$ cat src/rtl/alu_pkg.sv
// Shared ALU definitions: default datapath width and the divider's state encoding.
package alu_pkg;

  localparam int ALU_WIDTH = 32;

  typedef enum logic [1:0] {
    IDLE = 2'd0,
    RUN  = 2'd1,
    DONE = 2'd2
  } state_t;

endpackage

$ cat src/rtl/big_cla.sv
// Parallel-prefix (Kogge-Stone) carry-lookahead adder: sum = a + b + cin.
module big_cla #(
  parameter int WIDTH = 32
) (
  input  logic [WIDTH-1:0] a,
  input  logic [WIDTH-1:0] b,
  input  logic             cin,
  output logic [WIDTH-1:0] sum,
  output logic             cout
);

  localparam int LVL = (WIDTH > 1) ? $clog2(WIDTH) : 1;

  logic [LVL:0][WIDTH-1:0] w_g;
  logic [LVL:0][WIDTH-1:0] w_p;
  logic [WIDTH:0]          w_c;

  // Level l combines each bit's group with the group 2^l positions below it.
  always_comb begin
    w_g    = '0;
    w_p    = '0;
    w_c    = '0;
    w_g[0] = a & b;
    w_p[0] = a ^ b;
    for (int l = 0; l < LVL; l++) begin
      for (int i = 0; i < WIDTH; i++) begin
        int s;
        int j;
        s = 1 << l;
        j = (i >= s) ? (i - s) : 0;
        if (i >= s) begin
          w_g[l+1][i] = w_g[l][i] | (w_p[l][i] & w_g[l][j]);
          w_p[l+1][i] = w_p[l][i] & w_p[l][j];
        end else begin
          w_g[l+1][i] = w_g[l][i];
          w_p[l+1][i] = w_p[l][i];
        end
      end
    end
    w_c[0] = cin;
    for (int i = 0; i < WIDTH; i++) begin
      w_c[i+1] = w_g[LVL][i] | (w_p[LVL][i] & cin);
    end
  end

  assign sum  = w_p[0] ^ w_c[WIDTH-1:0];
  assign cout = w_c[WIDTH];

endmodule

$ cat src/rtl/seq_divider.sv
// Multi-cycle unsigned restoring divider: one quotient bit per clock, trial
// subtraction done by big_cla as shifted + ~divisor + 1.
module seq_divider
  import alu_pkg::*;
#(
  parameter int WIDTH = ALU_WIDTH
) (
  input  logic             clk,
  input  logic             rst,
  input  logic             start,
  input  logic [WIDTH-1:0] dividend,
  input  logic [WIDTH-1:0] divisor,
  output logic             busy,
  output logic             done,
  output logic [WIDTH-1:0] quotient,
  output logic [WIDTH-1:0] remainder,
  output logic             div_by_zero
);

  localparam int CNT_W = $clog2(WIDTH + 1);

  state_t             r_state;
  state_t             w_state_nxt;
  logic [CNT_W-1:0]   r_cnt;
  logic [WIDTH-1:0]   r_div;
  logic [WIDTH-1:0]   r_q;
  logic [WIDTH-1:0]   r_r;
  logic [WIDTH-1:0]   r_quot;
  logic [WIDTH-1:0]   r_rem;
  logic               r_dbz;

  logic               w_msb;
  logic [WIDTH-1:0]   w_shifted;
  logic [WIDTH-1:0]   w_sum;
  logic               w_cout;
  logic               w_accept;
  logic [WIDTH-1:0]   w_r_nxt;
  logic [WIDTH-1:0]   w_q_nxt;
  logic               w_last;
  logic               w_div_zero;
  logic               w_accept_run;

  // Trial subtraction: shifted - divisor via the adder in the inverse direction.
  assign w_msb     = r_r[WIDTH-1];
  assign w_shifted = {r_r[WIDTH-2:0], r_q[WIDTH-1]};

  big_cla #(
    .WIDTH (WIDTH)
  ) u_cla (
    .a    (w_shifted),
    .b    (~r_div),
    .cin  (1'b1),
    .sum  (w_sum),
    .cout (w_cout)
  );

  // A set msb means the 33-bit partial remainder already exceeds the divisor.
  assign w_accept     = w_msb | w_cout;
  assign w_r_nxt      = w_accept ? w_sum : w_shifted;
  assign w_q_nxt      = {r_q[WIDTH-2:0], w_accept};
  assign w_last       = (r_cnt == CNT_W'(WIDTH - 1));
  assign w_div_zero   = (divisor == '0);
  assign w_accept_run = (r_state == IDLE) && start && !w_div_zero;

  always_comb begin
    w_state_nxt = r_state;
    case (r_state)
      IDLE: begin
        if (start) begin
          w_state_nxt = w_div_zero ? DONE : RUN;
        end
      end
      RUN: begin
        if (w_last) begin
          w_state_nxt = DONE;
        end
      end
      DONE:    w_state_nxt = IDLE;
      default: w_state_nxt = IDLE;
    endcase
  end

  always_ff @(posedge clk) begin
    if (rst) begin
      r_state <= IDLE;
      r_cnt   <= '0;
      r_quot  <= '0;
      r_rem   <= '0;
      r_dbz   <= 1'b0;
    end else begin
      r_state <= w_state_nxt;
      if (r_state == IDLE && start) begin
        r_cnt <= '0;
        if (w_div_zero) begin
          r_quot <= '1;
          r_rem  <= dividend;
          r_dbz  <= 1'b1;
        end else begin
          r_dbz  <= 1'b0;
        end
      end else if (r_state == RUN) begin
        r_cnt <= r_cnt + 1'b1;
        if (w_last) begin
          r_quot <= w_q_nxt;
          r_rem  <= w_r_nxt;
        end
      end
    end
  end

  // Working registers carry no reset: they are always loaded before use.
  always_ff @(posedge clk) begin
    if (w_accept_run) begin
      r_div <= divisor;
      r_q   <= dividend;
      r_r   <= '0;
    end else if (r_state == RUN) begin
      r_q <= w_q_nxt;
      r_r <= w_r_nxt;
    end
  end

  assign busy        = (r_state == RUN);
  assign done        = (r_state == DONE);
  assign quotient    = r_quot;
  assign remainder   = r_rem;
  assign div_by_zero = r_dbz;

endmodule

$ cat config.mk
export PLATFORM = sky130hd
export DESIGN_NAME = seq_divider
export DESIGN_NICKNAME = d
export VERILOG_FILES = /design/src/rtl/alu_pkg.sv /design/src/rtl/big_cla.sv /design/src/rtl/seq_divider.sv
export SDC_FILE = /design/constraint.sdc
export NUM_CORES = 1
export LEC_CHECK = 0
export ABC_AREA = 1
export BUFFER_PORTS_ARGS = -buffer_cell sky130_fd_sc_hd__buf_2
export CORE_ASPECT_RATIO = 1.5
export CORE_MARGIN = 2
export CORE_UTILIZATION = 59
export DETAILED_ROUTE_END_ITERATION = 7
export PLACE_DENSITY = 0.81
export SLEW_MARGIN = 5
export SYNTH_ARGS = -nofsm -noshare
export SYNTH_HDL_FRONTEND = slang
export SYNTH_HIERARCHICAL = 1
export SYNTH_SLANG_ARGS = --single-unit
$ cat constraint.sdc
create_clock -name clk -period 3.7 [get_ports clk]
set_clock_uncertainty 0.2 [all_clocks]
set_input_delay 0.555 -clock clk [delete_from_list [all_inputs] [get_ports clk]]
set_output_delay 0.555 -clock clk [all_outputs]
set_load 0.03 [all_outputs]
==> results.txt <==
outcome: finished, final reports clean
Most Frequent Cell on Critical Path: nand2_1
number of synthesized flops with an enable pin: 64
async set-or-reset flop fraction in the synthesized netlist: 0%
leading area contributor after synthesis: dfxtp_1
Area contributors post-synth: dfxtp_1 (20%), edfxtp_1 (19%), nand2_1 (17%), nor2_1 (8.7%), inv_1 (7.5%)
Max clock buf depth: 2
Synth-to-Final Area Change: 12.66%
hold slack: 0.09308 ns
CP Data Arrival Time: 3.30 ns
fmax: 315.8 MHz
register area share after synthesis: 38.96%
Tcrit/Tclk final: 85.57%
RSZ-0062 raised after global routing: false
endpoints failing setup: 0
crit start category: flip-flop
largest net degree at the start of global routing: 99
Synth Instances: 1547
Final nets: 1749
share of cells above drive strength 1: 12.10%
clk slew on worst S/H paths: 0.07 ns
vias per cell: 5.256
first-pass GRT wire length: 43.21 mm
worst skew pair latency: 0.45 ns
Port Buffers: 133
vias in the first global route: 8763
Rel. slew slack: 38.25%
CORE AREA: 17270 um^2
WP data required: 3.83 ns
Mapped Area: 10330 um^2
DIE HEIGHT: 166.0 um
Static Leak: 6.013 nW
final hold vios: 0
First-pass DRT Iterations: 7
hpwl dp: 19.83 mm
CP Buf/Inv Count: 3
Synth top area share: 20.35%
GRT overflow: 0
worst slew pin tran: 0.9262 ns
worst path cell trace: ha_1 > nand2_1 > inv_1 > nand2_1 > nand2_1 > nand2_1 > nand2_1 > a31oi_1 > nand2_1 > nor2_4 > buf_12 > nand2_1 > o21ai_0 > o21ai_0 > inv_1 > nand3_1 > nand2_1 > nor2_1
DIE AREA: 18600 um^2
#FFs+latches synth: 169
synth warn: 6
DRT iter0 DRCs: 958
H-tree levels: 4
# diodes: 0
gr usage total: 28.81%
HP Class: in -> reg
crit path max fanout: 65
CTS resizes: 0
fin. max-slew vios: 0
cts bufs inserted: 17
crit path max-delay cell type: ha_1
post-CTS setup buffers: 0
Clock Sinks: 169
CTS Hold Buffers Added: 0
CP delay by family, top: simple AND/OR/NAND/NOR gates
critical setup path kind: reg -> reg
Routability Congestion: 0.9583
FP Rows: 59
pwr dens: 538.2 nW/um^2
Max-Cap Viols: 0
most used flip-flop cell after synthesis: dfxtp_1
Sum Neg Setup Slack: 0 ns
Fillers: 1569
WL/cell: 14.32 um
IO Count: 134
die width: 112.0 um
Critical Path Max Stage Delay: 0.38 ns
post-synthesis cell type count: 43
syn avg cell area: 6.676 um^2
fin crit period: 3.166 ns
Vias: 9850
Max IR drop VDD: 0.0003615 V
CTS root buf: clkbuf_16
DRC: 0
Worst Setup End Kind: flip-flop
Detailed Route WL: 26.84 mm
CTS tree: done
post-route ant nets: 0
antenna violations before repair: 0
Initial Util: 59.79%
## power breakdown
part | switching (mW) | internal [mW]
Sequential | 0.142 | 2.19
Clock | 0.856 | 0.899
Combinational | 1.47 | 0.696
Total | 2.47 | 3.79
## state kept, by name, indices dropped and copies added, names as in the netlist
signal / count
r_state: 2
r_div: 32
r_q: 32
r_cnt: 6
r_r: 32
quotient: 32
div_by_zero: 1
remainder: 32
## final timing paths
kind / cells past startpoint / slack (ns) / to / from
worst max-delay path: 18 / 0.53 / remainder[1] / r_r[18]
worst min-delay path: 1 / 0.09 / r_div[29] / divisor[29]
worst max register to register: 18 / 0.53 / remainder[1] / r_r[18]
worst min register to register: 2 / 0.27 / quotient[26] / quotient[26]
## through the flow
stage	worst slack, ns	instance area [um^2]	cells	util, %	power, mW
after global routing	0.2112	11630	1874	67.35	6.632
after global placement	0.7008	11050	1842	63.99	4.468
after CTS	0.5766	11630	1874	67.35	6.251
final	0.5339	11630	1874	67.35	6.262
after floorplan	1.087	10350	1553	-	3.950
after detailed placement	0.6271	11050	1842	63.99	4.503
## cell usage in the layout (no fill, tap or decap), types with 2 or more instances in the layout
cell type / netlist / final
clkinv_4: 0 / 3
nand2_1: 472 / 472
ha_1: 33 / 33
nor3_1: 7 / 7
nor2_1: 240 / 239
nor2_4: 1 / 2
nand4_1: 4 / 4
a31oi_1: 2 / 2
nand3b_1: 2 / 2
buf_2: 33 / 133
nand3_1: 102 / 102
o21a_1: 31 / 31
buf_12: 0 / 4
inv_8: 0 / 4
nor2_2: 2 / 2
nand2_2: 7 / 7
clkinv_8: 0 / 3
conb_1: 1 / 7
o21ai_0: 59 / 59
a21oi_1: 88 / 88
xor2_1: 17 / 17
clkbuf_16: 0 / 17
nand3_2: 3 / 3
o21ai_1: 14 / 14
dfxtp_1: 105 / 105
inv_6: 0 / 2
buf_4: 21 / 9
edfxtp_1: 64 / 64
inv_1: 206 / 205
## cell usage after synthesis, types with 2 or more instances
cell type / count
a21oi_1: 88
a31oi_1: 2
buf_2: 33
buf_4: 21
buf_6: 2
clkbuf_1: 13
dfxtp_1: 105
edfxtp_1: 64
ha_1: 33
inv_1: 206
nand2_1: 472
nand2_2: 7
nand3_1: 102
nand3_2: 3
nand3b_1: 2
nand4_1: 4
nor2_1: 240
nor2_2: 2
nor3_1: 7
o21a_1: 31
o21ai_0: 59
o21ai_1: 14
xor2_1: 17
## cells by family (layout without fill, tap and decap cells)
logic type / count (synthesis) / count (layout) / share of synthesized area, %
buffers and inverters: 277 / 385 / 11.39
DFF: 169 / 169 / 38.96
other: 1 / 7 / 0.03631
AOI/OAI and AO/OA: 198 / 198 / 10.54
and+or+nand+nor: 850 / 850 / 33.35
xor gates and xnor gates: 18 / 18 / 1.527
adders and majority gates: 34 / 34 / 4.192
## per-layer routing
layer / routed length, um / track usage, % / vias to the layer above
met5: 0 / 0 / -
met4: 648 / 9.173 / 0
met3: 1563 / 4.270 / 45
met2: 13060 / 48.67 / 342
met1: 11570 / 38.18 / 4412
li1: - / - / 5051
## final cells by class
| type | instances | area [um^2] | share of cell area, % |
|---|---|---|---|
| Clock inverter | 15 | 156.4 | 1.344 |
| Tap cell | 213 | 266.5 | 2.291 |
| Inverter | 207 | 777.0 | 6.678 |
| Sequential cell | 169 | 4024 | 34.58 |
| Clock buffer | 17 | 425.4 | 3.656 |
| Multi-Input combinational cell | 1107 | 5172 | 44.46 |
| Timing Repair Buffer | 146 | 813.3 | 6.990 |
Power figures use the tool's default switching activity.
